### src/rtl/matrix_scan_ctrl_pkg.sv
// Shared types and constants for the LED matrix scan path.
package pong_pkg;

  localparam int unsigned MATRIX_COLS    = 16;
  localparam int unsigned MATRIX_ROWS    = 16;
  // Clocks spent per serial column bit (addr, data, hi, lo).
  localparam int unsigned COL_BIT_CYCLES = 4;
  // Row strobe (setup, hi, lo) plus the latch cycle.
  localparam int unsigned ROW_OVERHEAD   = 4;

  typedef enum logic [3:0] {
    StIdle,
    StColAddr,
    StColData,
    StColHi,
    StColLo,
    StRowSetup,
    StRowHi,
    StRowLo,
    StLatch,
    StDisplay
  } scan_state_t;

  // Phase of one serial bit as seen by a shifter instance.
  typedef enum logic [2:0] {
    PhIdle,
    PhAddr,
    PhData,
    PhHi,
    PhLo
  } bit_phase_t;

  // Columns leave the controller highest first.
  function automatic logic [3:0] col_to_x(input logic [4:0] col);
    return 4'(MATRIX_COLS - 1) - col[3:0];
  endfunction

endpackage

### src/rtl/matrix_scan_ctrl_if.sv
// Framebuffer read port and LED matrix driver pins.
interface matrix_scan_ctrl_if;

  logic [3:0] pix_x;
  logic [3:0] pix_y;
  logic       pix_in;
  logic       CSDI;
  logic       CCLK;
  logic       RSDI;
  logic       RCLK;
  logic       LE;
  logic       OEB;

  // Scan controller side.
  modport master (
    output pix_x, pix_y, CSDI, CCLK, RSDI, RCLK, LE, OEB,
    input  pix_in
  );

  // Framebuffer and matrix side.
  modport slave (
    input  pix_x, pix_y, CSDI, CCLK, RSDI, RCLK, LE, OEB,
    output pix_in
  );

endinterface

### src/rtl/matrix_scan_ctrl_serial_bit_shifter.sv
// One serial bit lane: samples data in the data phase, pulses the shift clock in the hi phase.
module serial_bit_shifter
  import pong_pkg::*;
(
  input  logic       clk,
  input  logic       rst_n,
  input  bit_phase_t phase,
  input  logic       data,
  output logic       sdata,
  output logic       sclk
);

  logic sdata_q;

  // Capture the bit once per bit period and hold it across the clock pulse.
  always_ff @(posedge clk or negedge rst_n) begin
    if (!rst_n) begin
      sdata_q <= 1'b0;
    end else if (phase == PhData) begin
      sdata_q <= data;
    end
  end

  // Shift clock is a pure decode of the phase so reset drops it at once.
  always_comb begin
    sclk  = (phase == PhHi);
    sdata = sdata_q;
  end

endmodule

### src/rtl/matrix_scan_ctrl.sv
// Row-at-a-time scan controller for the 16x16 LED matrix.
module matrix_scan_ctrl
  import pong_pkg::*;
#(
  parameter int unsigned SCREENTIMERWIDTH = 10,
  parameter int unsigned COLS             = MATRIX_COLS,
  parameter int unsigned ROWS             = MATRIX_ROWS
) (
  input  logic                      clk32mhz,
  input  logic                      reset_n,
  input  logic                      enable,
  matrix_scan_ctrl_if.master        mx,
  output logic                      frame_start,
  output logic [3:0]                row
);

  scan_state_t                 state_q, state_d;
  logic [4:0]                  col_q, col_d;
  logic [3:0]                  row_q, row_d;
  logic [SCREENTIMERWIDTH-1:0] timer_q, timer_d;
  logic                        timer_done;
  logic                        last_col;
  logic                        row_inject;
  bit_phase_t                  col_phase;
  bit_phase_t                  row_phase;

  assign timer_done = (timer_q == '1);
  assign last_col   = (col_q == 5'(COLS - 1));
  // The one-hot row token is re-seeded only while row 0 is shifted.
  assign row_inject = (row_q == 4'd0);

  assign mx.pix_y = row_q;
  assign row      = row_q;

  // State register.
  always_ff @(posedge clk32mhz or negedge reset_n) begin
    if (!reset_n) begin
      state_q <= StIdle;
    end else begin
      state_q <= state_d;
    end
  end

  // Column, row and display timer registers.
  always_ff @(posedge clk32mhz or negedge reset_n) begin
    if (!reset_n) begin
      col_q   <= '0;
      row_q   <= '0;
      timer_q <= '0;
    end else begin
      col_q   <= col_d;
      row_q   <= row_d;
      timer_q <= timer_d;
    end
  end

  // Next-state: enable is only looked at in idle and at the end of a row.
  always_comb begin
    state_d = state_q;
    unique case (state_q)
      StIdle:     if (enable) state_d = StColAddr;
      StColAddr:  state_d = StColData;
      StColData:  state_d = StColHi;
      StColHi:    state_d = StColLo;
      StColLo:    state_d = last_col ? StRowSetup : StColAddr;
      StRowSetup: state_d = StRowHi;
      StRowHi:    state_d = StRowLo;
      StRowLo:    state_d = StLatch;
      StLatch:    state_d = StDisplay;
      StDisplay:  if (timer_done) state_d = enable ? StColAddr : StIdle;
      default:    state_d = StIdle;
    endcase
  end

  // Counter updates; the timer sits at zero outside the display window.
  always_comb begin
    col_d   = col_q;
    row_d   = row_q;
    timer_d = '0;
    unique case (state_q)
      StIdle, StRowSetup: col_d = '0;
      StColLo:            col_d = col_q + 5'd1;
      StDisplay: begin
        timer_d = timer_q + 1'b1;
        if (timer_done) begin
          row_d = (row_q == 4'(ROWS - 1)) ? 4'd0 : row_q + 4'd1;
        end
      end
      default: ;
    endcase
  end

  // Moore outputs: display is blanked everywhere except the display window.
  always_comb begin
    mx.OEB      = 1'b1;
    mx.LE       = 1'b0;
    mx.pix_x    = '0;
    frame_start = 1'b0;
    col_phase   = PhIdle;
    row_phase   = PhIdle;
    unique case (state_q)
      StColAddr: begin
        col_phase   = PhAddr;
        mx.pix_x    = col_to_x(col_q);
        frame_start = (row_q == 4'd0) && (col_q == 5'd0);
      end
      StColData:  col_phase = PhData;
      StColHi:    col_phase = PhHi;
      StColLo:    col_phase = PhLo;
      StRowSetup: row_phase = PhData;
      StRowHi:    row_phase = PhHi;
      StRowLo:    row_phase = PhLo;
      StLatch:    mx.LE     = 1'b1;
      StDisplay:  mx.OEB    = 1'b0;
      default: ;
    endcase
  end

  serial_bit_shifter u_col_shifter (
    .clk   (clk32mhz),
    .rst_n (reset_n),
    .phase (col_phase),
    .data  (mx.pix_in),
    .sdata (mx.CSDI),
    .sclk  (mx.CCLK)
  );

  serial_bit_shifter u_row_shifter (
    .clk   (clk32mhz),
    .rst_n (reset_n),
    .phase (row_phase),
    .data  (row_inject),
    .sdata (mx.RSDI),
    .sclk  (mx.RCLK)
  );

endmodule

### src/flat_wrapper.sv
// flat-port wrapper written by rule: the top's interface ports become plain ports
module matrix_scan_ctrl_flat import pong_pkg::*;
#(
  parameter int unsigned SCREENTIMERWIDTH = 10,
  parameter int unsigned COLS             = MATRIX_COLS,
  parameter int unsigned ROWS             = MATRIX_ROWS
)
  (clk32mhz, reset_n, enable, frame_start, row, mx_pix_x, mx_pix_y, mx_CSDI, mx_CCLK, mx_RSDI, mx_RCLK, mx_LE, mx_OEB, mx_pix_in);
  matrix_scan_ctrl_if mx_i ();
  input  logic clk32mhz;
  input  logic reset_n;
  input  logic enable;
  output logic frame_start;
  output logic [3:0] row;
  output wire logic [$bits(mx_i.pix_x)-1:0] mx_pix_x;
  output wire logic [$bits(mx_i.pix_y)-1:0] mx_pix_y;
  output wire logic [$bits(mx_i.CSDI)-1:0] mx_CSDI;
  output wire logic [$bits(mx_i.CCLK)-1:0] mx_CCLK;
  output wire logic [$bits(mx_i.RSDI)-1:0] mx_RSDI;
  output wire logic [$bits(mx_i.RCLK)-1:0] mx_RCLK;
  output wire logic [$bits(mx_i.LE)-1:0] mx_LE;
  output wire logic [$bits(mx_i.OEB)-1:0] mx_OEB;
  input wire logic [$bits(mx_i.pix_in)-1:0] mx_pix_in;
  assign mx_pix_x = mx_i.pix_x;
  assign mx_pix_y = mx_i.pix_y;
  assign mx_CSDI = mx_i.CSDI;
  assign mx_CCLK = mx_i.CCLK;
  assign mx_RSDI = mx_i.RSDI;
  assign mx_RCLK = mx_i.RCLK;
  assign mx_LE = mx_i.LE;
  assign mx_OEB = mx_i.OEB;
  assign mx_i.pix_in = mx_pix_in;
  matrix_scan_ctrl #(.SCREENTIMERWIDTH(SCREENTIMERWIDTH), .COLS(COLS), .ROWS(ROWS)) u_core (.clk32mhz(clk32mhz), .reset_n(reset_n), .enable(enable), .mx(mx_i), .frame_start(frame_start), .row(row));
endmodule
### config.mk
export PLATFORM = sky130hd
export DESIGN_NAME = matrix_scan_ctrl_flat
export DESIGN_NICKNAME = d
export VERILOG_FILES = /design/src/rtl/matrix_scan_ctrl_pkg.sv /design/src/rtl/matrix_scan_ctrl_if.sv /design/src/rtl/matrix_scan_ctrl_serial_bit_shifter.sv /design/src/rtl/matrix_scan_ctrl.sv /design/src/flat_wrapper.sv
export SDC_FILE = /design/constraint.sdc
export NUM_CORES = 1
export LEC_CHECK = 0
export CAP_MARGIN = 0
export CORE_UTILIZATION = 50
export DETAILED_ROUTE_END_ITERATION = 10
export PLACE_DENSITY = 0.76
export SETUP_SLACK_MARGIN = 0.02
export SYNTH_ARGS = -nofsm -noshare
export SYNTH_HDL_FRONTEND = slang
export SYNTH_SLANG_ARGS = --single-unit
export TNS_END_PERCENT = 30
### constraint.sdc
create_clock -name clk32mhz -period 2.34 [get_ports clk32mhz]
set_clock_uncertainty 0.15 [all_clocks]
set_input_delay 0.351 -clock clk32mhz [delete_from_list [all_inputs] [get_ports clk32mhz]]
set_output_delay 0.351 -clock clk32mhz [all_outputs]
set_load 0.01 [all_outputs]
Word level (Yosys, flattened, before mapping)
Cells that the tools add are included.
{"block": "word_totals", "reg_bits": 25, "in_bits": 4, "wordCells": 50}
{"block": "op_classes", "add_sub_neg": 4, "eq_ne": 18, "muxes": 14, "n_reduce_logical": 8}
{"op": "$pmux 4 s10", "n": 1}
{"op": "$eq 4x3->1 const B", "n": 4}
{"op": "$mux 4", "n": 4}
{"op": "$eq 3x2->1 const B", "n": 4}
{"op": "$eq 4x4->1 const B", "n": 3}
{"op": "$pmux 3 s4", "n": 1}
{"op": "$add 10x1->10 const B", "n": 1}
{"op": "$eq 10x10->1 const B", "n": 1}
{"op": "$mux 10", "n": 1}
{"op": "$pmux 5 s2", "n": 1}
{"op": "$pmux 3 s3", "n": 1}
{"op": "$eq 4x2->1 const B", "n": 2}
{"op": "$logic_not 4->1", "n": 2}
{"op": "$add 5x1->5 const B", "n": 1}
{"op": "$eq 5x4->1 const B", "n": 1}
{"op": "$logic_not 5->1", "n": 1}
{"op": "$add 4x1->4 const B", "n": 1}
{"op": "$eq 4x1->1 const B", "n": 1}
{"op": "$mux 1", "n": 4}
{"op": "$reduce_and 2->1", "n": 2}
{"op": "$sub 4x4->4 const A", "n": 1}
{"op": "$mux 3", "n": 1}
{"op": "$ne 2x1->1 const B", "n": 1}
{"op": "$ne 2x2->1 const B", "n": 1}
{"op": "3 further kinds", "n": 3}

Depth between registers and ports, before layout
Gate-level depths: netlist (run 1).
{"block": "logic_depth", "depth_word": 3, "mapped_depth": 6, "depth_no_buf": 6}

Hierarchy
A second synthesis (run 1) with hierarchy kept.
{"block": "unflattened", "cells_unflattened": 152, "area_unflattened_um2": 1445.1}
{"mod": "matrix_scan_ctrl", "n_inst": 1, "cells_each": 144, "area_each_um2": 1320.0, "seq_area_each_um2": 575.6}
{"mod": "serial_bit_shifter", "n_inst": 2, "cells_each": 4, "area_each_um2": 62.6, "seq_area_each_um2": 25.0}

Worst setup path before layout (run 1)
No wires, ideal clock.
{"block": "synth_path", "path_kind": "register to output", "from": "reg u_core.state_q[0]", "to": "out frame_start", "arrival_time_ns": 1.525, "required_time_ns": 1.839, "slack_ns": 0.314, "path_stages_with_launch": 6, "path_buffers": 1, "path_cell_list": "dfrtp_1 -> clkbuf_1 -> nand2b_1 -> or3_1 -> nor2_1 -> and4_1"}
{"block": "synth_via", "elab_chain_cells": 2}
{"element": "start: declaration", "line_no": "matrix_scan_ctrl.sv:17", "text": "scan_state_t state_q, state_d;"}
{"element": "start signal: assignment", "line_no": "matrix_scan_ctrl.sv:38", "text": "state_q <= StIdle;"}
{"element": "start signal: assignment", "line_no": "matrix_scan_ctrl.sv:40", "text": "state_q <= state_d;"}
{"element": "$eq 4x1->1", "line_no": "matrix_scan_ctrl.sv:101", "text": "unique case (state_q)"}
{"element": "$mux 1", "line_no": "matrix_scan_ctrl.sv:101"}
{"element": "end: declaration", "line_no": "flat_wrapper.sv:13", "text": "output logic frame_start;"}
Every way passes these cells.

Worst setup path after layout (run 1)
{"block": "layout_path", "from": "reg u_core.state_q[0]", "to": "out mx_CCLK"}
{"block": "layout_via", "elab_chain_cells": 3, "word_cells_on_any_way": 6}
{"element": "$eq 4x3->1, or another cell as far along", "line_no": "matrix_scan_ctrl.sv:101"}
{"element": "$pmux 3 s4 *", "line_no": "matrix_scan_ctrl.sv:101"}
{"element": "$eq 3x2->1 *", "line_no": "matrix_scan_ctrl_serial_bit_shifter.sv:26", "text": "sclk = (phase == PhHi);"}
{"element": "end: declaration", "line_no": "flat_wrapper.sv:18", "text": "output wire logic [$bits(mx_i.CCLK)-1:0] mx_CCLK;"}
Mark *: on every way between the ends. The rest lies on a longest branch, timed or not.

==> metrics.md, run 1 <==
| Metric | Value |
|---|---|
| Arrival time at the worst endpoint | 1.65 ns |
| Hold-fix buffer count after cts | 0 |
| NetSw | 479.8 µW |
| Gr usage total | 21.29% |
| Biggest area consumer among synthesized cells | sky130_fd_sc_hd__dfrtp_1 |
| Seq. cell area | 625.6 µm² |
| Cts bufs inserted | 3 |
| Number of antenna diodes | 0 |
| Antenna violations before repair | 0 |
| Sequential fraction of the synthesis area | 46.13% |
| Number of buffers added on ports | 22 |
| Proportion of total power due to net switching | 36.64% |
| Setup repair after global routing missed its margin | false |
| IO Count | 23 |
| Maximum clock path buffer count | 2 |
| Main combinational cell family by area after synthesis | simple AND/OR/NAND/NOR gates |
| Yosys top cell area share | 46.13% |
| Transition time of the tightest slew-check pin | 0.5198 ns |
| Max-slew violation count | 0 |
| Critical Setup Path Class | register to primary output |
| Power density over cell area | 790.5 nW/µm² |
| Clock Power Share | 14.6% |
| Fraction of the core area covered by cells at the end of the flow | 65.67% |
| Minimum period implied by the final worst setup slack | 2.156 ns |
| Internal | 829.7 µW |
| Post-Synth XOR/XNOR Area | 4.520% |
| Total detailed-routing wirelength | 2636 µm |
| Detailed-router iteration count before antenna repair | 4 |
| Flop pwr share | 40.5% |
| Largest net degree at the start of global routing | 26 |
| Lkg Pwr | 0.7244 nW |
| Required time of the worst setup path | 1.84 ns |
| Total setup violations reported at the end of the flow | 0 |
| Core Rows | 18 |
| Max rail drop VDD | 0.5256 mV |
| Final period util | 92.13% |
| TritonCTS clock tree | done |
| Max FO, Critical Path | 8 |
| Effective utilization at floorplan | 53.77% |
| Fraction of final layout cells with drive strength greater than 1 | 14.53% |
| Final HPWL DP | 1990 µm |
| Die Span Y | 54.08 µm |
| Combinational cell fraction of total power | 44.9% |
| Number of clock sinks | 25 |
| Type of the tightest min-delay check | input pin to async pin |
| Synth Register Bits | 25 |
| MaxCap Viol Count | 0 |
| Number of distinct standard cells referenced by the synthesized netlist | 36 |
| Synth Area in Adders | 5.535% |
| Area fraction in compound gates after synthesis | 10.06% |
| Routability-driven placement congestion ratio | 0.8051 |
| Global-route congestion overflow total | 0 |
| Maximum clock frequency | 463.9 MHz |
| DIE AREA | 2925 µm² |
| Setup TNS | 0 ns |
| Gate Count Post-Synth | 146 |
| Routed length per placed instance | 13.05 µm |
| Worst-skew pair later-pin latency | 0.32 ns |
| Type of element capturing the critical path | primary output |
| Initial DRC Count | 14 |
| Area taken by multi-input logic gates | 650.6 µm² |
| Cells taking the most area after synthesis | sky130_fd_sc_hd__dfrtp_1, sky130_fd_sc_hd__ha_1, sky130_fd_sc_hd__nor2_1, sky130_fd_sc_hd__o21ai_0, sky130_fd_sc_hd__nand2_1 |
| Final hold violation count | 0 |
| Fraction of the mapped netlist area in simple logic gates | 22.79% |
| Fraction of synthesized area in multiplexers | 4.059% |
| Clock slew at reported path FFs | 0.14 ns |
| Post-Synthesis Net Count | 156 |
| Result of the run | completed |
| Residual DRC | 0 |
| Warnings from Yosys | 0 |
| Netlist area before placement | 1356 µm² |
| Avg Cell Area, Syn | 9.290 µm² |
| H-tree levels | 1 |
| X dimension of the die | 54.08 µm |
| Area of the core | 2522 µm² |
| Master cell of the clock root buffer | sky130_fd_sc_hd__clkbuf_4 |
| Number of nets in the layout | 183 |
| Count of antenna-violating nets left after detailed routing | 0 |
| Kind of start point of the critical path | register |
| Fill cell total of the finished layout | 208 |
| Worst slew margin relative to its limit | 64.98% |
| Via count of the routed design | 1139 |
| First-pass GRT wire length | 4436 µm |
| Area growth from synthesis to layout | 22.14% |
| Via density | 5.639 |
| Via count of the first global-routing pass | 1040 |
[timing repair]
action	in CTS	in global routing
cloned	0	0
endpoints found under the hold margin	0	0
setup endpoints to repair	6	3
resized for setup	8	5
buffers inserted	0	0
[layout make-up]
cell class	count	area share, %
sequential	25	37.76
tap	30	2.266
clock inverter	1	0.3021
inverter	11	2.492
clock buffer	3	1.360
multi-input combinational	102	39.27
timing repair buffer	30	16.54
[flip-flops by register name, summed over array words and instances (netlist names)]
| signal | cells |
|---|---|
| u_core.timer_q | 10 |
| u_core.col_q | 5 |
| u_core.mx.pix_y | 4 |
| u_core.state_q | 4 |
| u_core.u_col_shifter.sdata | 1 |
| u_core.u_row_shifter.sdata | 1 |
[through the flow]
step | power, mW | hold WS [ns] | worst slack, ns | area, µm² | std cells
3_5_place_dp | 1.147 | 0.3078 | 0.06724 | 1622 | 198
6_report | 1.310 | 0.2188 | 0.1841 | 1657 | 202
4_1_cts | 1.314 | 0.2271 | 0.05115 | 1649 | 202
5_1_grt | 1.399 | 0.2552 | 0.06847 | 1657 | 202
3_3_place_gp | 1.132 | 0.2970 | 0.1522 | 1622 | 198
2_1_floorplan | 0.8780 | -0.09459 | 0.3143 | 1356 | 146
[cells by family after synthesis]
group / count (synthesis)
compound gates: 23
xor+xnor: 7
fa+ha+maj: 6
buf+inv: 19
flops: 25
mux: 5
simple gates: 61
[per-layer routing]
metal / up-vias / GRT usage [%] / wire length [µm]
li1: 547 / - / -
met1: 567 / 27.48 / 1235
met2: 21 / 35.39 / 1291
met3: 4 / 3.390 / 76
met4: 0 / 8.547 / 33
met5: - / 0 / 0
[final timing paths]
kind,to,slack (ns),from,depth (start not counted)
min in group clk32mhz,u_core.timer_q[0]$_DFF_PN0_,0.32,u_core.timer_q[0]$_DFF_PN0_,1
max,mx_CCLK,0.18,u_core.state_q[0]$_DFFE_PN0P_,4
max reg2reg,u_core.mx.pix_y[0]$_DFFE_PN0P_,0.36,u_core.timer_q[0]$_DFF_PN0_,5
max in group asynchronous,u_core.col_q[1]$_DFFE_PN0P_,1.57,reset_n,2
min,u_core.mx.pix_y[2]$_DFFE_PN0P_,0.22,reset_n,2
min reg2reg,u_core.timer_q[0]$_DFF_PN0_,0.32,u_core.timer_q[0]$_DFF_PN0_,1
[synth_stat cells, drive strengths merged]
cell,instances
a31oi,1
or3b,1
nand4,2
nand2b,2
xnor2,5
nor2,18
or4,2
xor2,2
nor4,2
nor3,6
and4,1
clkbuf,2
dfrtp,25
nand3,7
mux2i,1
nor3b,2
a21o,1
inv,11
o21ai,11
o21a,1
buf,6
mux2,4
and3,1
a21oi,7
ha,6
nand2,13
o41ai,1
and2,1
or3,3
o31ai,1
[power by group through the flow]
stage                     combinational (mW)  sequential (mW)  clock (mW)
after floorplan                        0.337            0.541           0
after global placement                 0.597            0.535           0
after detailed placement               0.609            0.539           0
after CTS                              0.586            0.531       0.198
after global routing                   0.642            0.543       0.214
final                                  0.587            0.531       0.191
[cells in the final DEF (no fill, tap or decap), types with 2 or more instances in the layout]
cell type	instances
sky130_fd_sc_hd__a21oi_1	7
sky130_fd_sc_hd__buf_4	8
sky130_fd_sc_hd__clkbuf_4	3
sky130_fd_sc_hd__clkdlybuf4s50_1	14
sky130_fd_sc_hd__dfrtp_1	25
sky130_fd_sc_hd__dlygate4sd2_1	5
sky130_fd_sc_hd__dlymetal6s2s_1	2
sky130_fd_sc_hd__ha_1	6
sky130_fd_sc_hd__inv_1	10
sky130_fd_sc_hd__mux2_2	4
sky130_fd_sc_hd__nand2_1	13
sky130_fd_sc_hd__nand2b_1	2
sky130_fd_sc_hd__nand3_1	7
sky130_fd_sc_hd__nand4_1	2
sky130_fd_sc_hd__nor2_1	17
sky130_fd_sc_hd__nor3_1	6
sky130_fd_sc_hd__nor4_1	2
sky130_fd_sc_hd__o21ai_0	10
sky130_fd_sc_hd__or3_1	2
sky130_fd_sc_hd__xnor2_1	5
sky130_fd_sc_hd__xor2_1	2
[worst max-delay path, cell delays in order, from the launching register on]
cell and delay [ns]:
sky130_fd_sc_hd__dfrtp_1 0.38, sky130_fd_sc_hd__buf_4 0.16, sky130_fd_sc_hd__nand2_1 0.09, sky130_fd_sc_hd__nor3_1 0.14, sky130_fd_sc_hd__clkdlybuf4s50_1 0.57
Power figures use the tool's default switching activity.
==> inputs of run 2 (changes only) <==
- REMOVE_ABC_BUFFERS: unset -> 1
==> metrics.md, run 2 (synthesis gave the netlist of run 1 again) <==
| Metric | Value |
|---|---|
| Initial DRC Count | 22 (+8) |
| Via count of the routed design | 1115 (-2.1%) |
| Buffers and inverters on the worst path | 1 (-1) |
| Startpoint of the most critical register-to-register path | u_core.state_q[1]$_DFFE_PN0P_ |
| Minimum period implied by the final worst setup slack | 2.298 ns (+0.1426 ns) |
| Post-CTS setup buffer count | 0 (unchanged) |
| X dimension of the die | 54.08 µm (unchanged) |
| Global-route congestion overflow total | 0 (unchanged) |
| IO Count | 23 (unchanged) |
| Largest registers | u_core.timer_q: 10 flops, u_core.col_q: 5 flops |
| Fraction of final layout cells with drive strength greater than 1 | 14.37% (-0.17 points) |
| Transition time of the tightest slew-check pin | 0.5649 ns (+0.04514 ns) |
| Number of buffers added on ports | 22 (unchanged) |
| Routability-driven placement congestion ratio | 0.7950 (-1.3%) |
| Max rail drop VDD | 0.7182 mV (+37%) |
| Master cell of the clock root buffer | sky130_fd_sc_hd__clkbuf_4 |
| Kind of start point of the critical path | register |
| Cts bufs inserted | 3 (unchanged) |
| Maximum clock path buffer count | 2 (unchanged) |
| Arrival time at the worst endpoint | 1.80 ns (+0.15 ns) |
| Result of the run | completed |
| Routed length per placed instance | 13.40 µm (+2.7%) |
| TritonCTS clock tree | done |
| Type of element capturing the critical path | primary output |
| Depth of the worst register-to-register path | 5 (unchanged) |
| MaxCap Viol Count | 0 (unchanged) |
| CP max stage cell | sky130_fd_sc_hd__dfrtp_1 |
| Setup repair after global routing missed its margin | true |
| Highest-count cells in the layout ignoring fill and taps | sky130_fd_sc_hd__dfrtp_1, sky130_fd_sc_hd__nor2_1, sky130_fd_sc_hd__clkdlybuf4s50_1 |
| Worst slack on hold paths | 0.2127 ns (-0.006042 ns) |
| Number of clock sinks | 25 (unchanged) |
| Area of the core | 2522 µm² (unchanged) |
| Max stage delay on crit path | 0.41 ns (-0.16 ns) |
| First-pass GRT wire length | 4443 µm (+0.16%) |
| Lkg Pwr | 0.7246 nW (about the same) |
| Critical Path Start | u_core.state_q[1]$_DFFE_PN0P_ |
| Type of the tightest min-delay check | input pin to async pin |
| Number of nets in the layout | 185 (+1.1%) |
| Critical-path cell list | nand2b_1 > or3_1 > nor2_1 > and4_1 > dlygate4sd2_1 |
| H-tree levels | 1 (unchanged) |
| Critical Setup Path Class | register to primary output |
| Via density | 5.466 (-3.1%) |
| Required time of the worst setup path | 1.84 ns (about the same) |
| Total setup violations reported at the end of the flow | 0 (unchanged) |
| Via count of the first global-routing pass | 1061 (+2.0%) |
| Area growth from synthesis to layout | 22.69% |
| Largest net degree at the start of global routing | 26 (unchanged) |
| DIE AREA | 2925 µm² (unchanged) |
| Maximum clock frequency | 435.1 MHz (-6.2%) |
| Final HPWL DP | 2078 µm (+4.4%) |
| Minimum setup slack after placement | 0.1504 ns (+0.08318 ns) |
| Power density over cell area | 799.3 nW/µm² (+1.1%) |
| Antenna violations before repair | 0 (unchanged) |
| Core Rows | 18 (unchanged) |
| Final period util | 98.23% (+6.1 points) |
| WP depth | 5 (+1) |
| Final critical-path setup slack | 0.04153 ns (-0.1426 ns) |
| Total detailed-routing wirelength | 2733 µm (+3.7%) |
| Count of antenna-violating nets left after detailed routing | 0 (unchanged) |
| Final hold violation count | 0 (unchanged) |
| Clock slew at reported path FFs | 0.15 ns (about the same) |
| Flip-flop count of the largest register, all copies and words added | 10 (unchanged) |
| Max-slew violation count | 0 (unchanged) |
| Crit-path leading delay family | simple AND/OR/NAND/NOR gates |
| Detailed-router iteration count before antenna repair | 4 (unchanged) |
| Most common cell after layout, fill and taps aside | sky130_fd_sc_hd__dfrtp_1 |
| Die Span Y | 54.08 µm (unchanged) |
| Setup TNS | 0 ns (unchanged) |
| Max FO, Critical Path | 2 (-6) |
| Residual DRC | 0 (unchanged) |
| Worst-skew pair later-pin latency | 0.33 ns (about the same) |
| Effective utilization at floorplan | 53.77% (unchanged) |
| Number of antenna diodes | 0 (unchanged) |
| Worst slew margin relative to its limit | 61.94% (-3.0 points) |
| Gr usage total | 21.38% (+0.085 points) |
| Register ranked first by flip-flop count | u_core.timer_q |
-- run 2: worst register-to-register path, cell delays in order (launching register included) --
cell and delay [ns]:
sky130_fd_sc_hd__dfrtp_1 0.41, sky130_fd_sc_hd__buf_4 0.17, sky130_fd_sc_hd__or3b_4 0.41, sky130_fd_sc_hd__or4_4 0.56
sky130_fd_sc_hd__o21ai_2 0.14, sky130_fd_sc_hd__o31ai_2 0.07
-- run 2: worst paths after layout --
check	slack, ns	endpoint
worst max-delay path	0.04	frame_start
worst min-delay path	0.21	u_core.timer_q[4]$_DFF_PN0_
worst max register to register	0.32	u_core.mx.pix_y[3]$_DFFE_PN0P_
worst min register to register	0.32	u_core.timer_q[0]$_DFF_PN0_
max in group asynchronous	1.58	u_core.mx.pix_y[0]$_DFFE_PN0P_
min in group clk32mhz	0.32	u_core.timer_q[0]$_DFF_PN0_
-- run 2: through the flow --
| step | instances | utilization, % | power [mW] | cell area [µm²] |
|---|---|---|---|---|
| 6_report | 204 | 65.97 | 1.330 | 1664 |
| 5_1_grt | 204 | 65.97 | 1.434 | 1664 |
| 4_1_cts | 204 | 65.97 | 1.346 | 1664 |
| 3_5_place_dp | 200 | 64.88 | 1.166 | 1637 |
| 3_3_place_gp | 200 | 64.88 | 1.147 | 1637 |
| 2_1_floorplan | 138 | - | 0.8467 | 1304 |
-- run 2: what timing repair did --
| item | in CTS | in global routing |
|---|---|---|
| gates resized for setup | 8 | 4 |
| cloned | 0 | 0 |
| pin swaps | 1 | 0 |
| endpoints found under the setup margin | 7 | 4 |
| hold buffers | 0 | 0 |
-- run 2: metal layers --
layer | vias up | global-route usage, % | part of all wire, %
li1 | 550 | - | -
met1 | 538 | 24.73 | 45
met2 | 22 | 39.92 | 51
met3 | 5 | 3.107 | 3.4
met4 | 0 | 6.838 | 1.3
met5 | - | 0 | 0
-- run 2: where the power goes --
part	total, mW	leakage (nW)	internal [mW]	switching (mW)
Combinational	0.595	0.374	0.276	0.319
Sequential	0.533	0.337	0.492	0.0410
Clock	0.202	0.0139	0.0654	0.137
Total	1.33	0.725	0.833	0.497
-- run 2: final cells by class --
cell class | instances | area, µm²
clock buffers | 3 | 22.52
clock inverters | 1 | 7.507
fillers | 208 | 858.3
inverters | 11 | 41.29
multi-input cells | 102 | 643.1
flip-flops and latches | 25 | 625.6
well taps | 30 | 37.54
repair buffers | 32 | 286.5
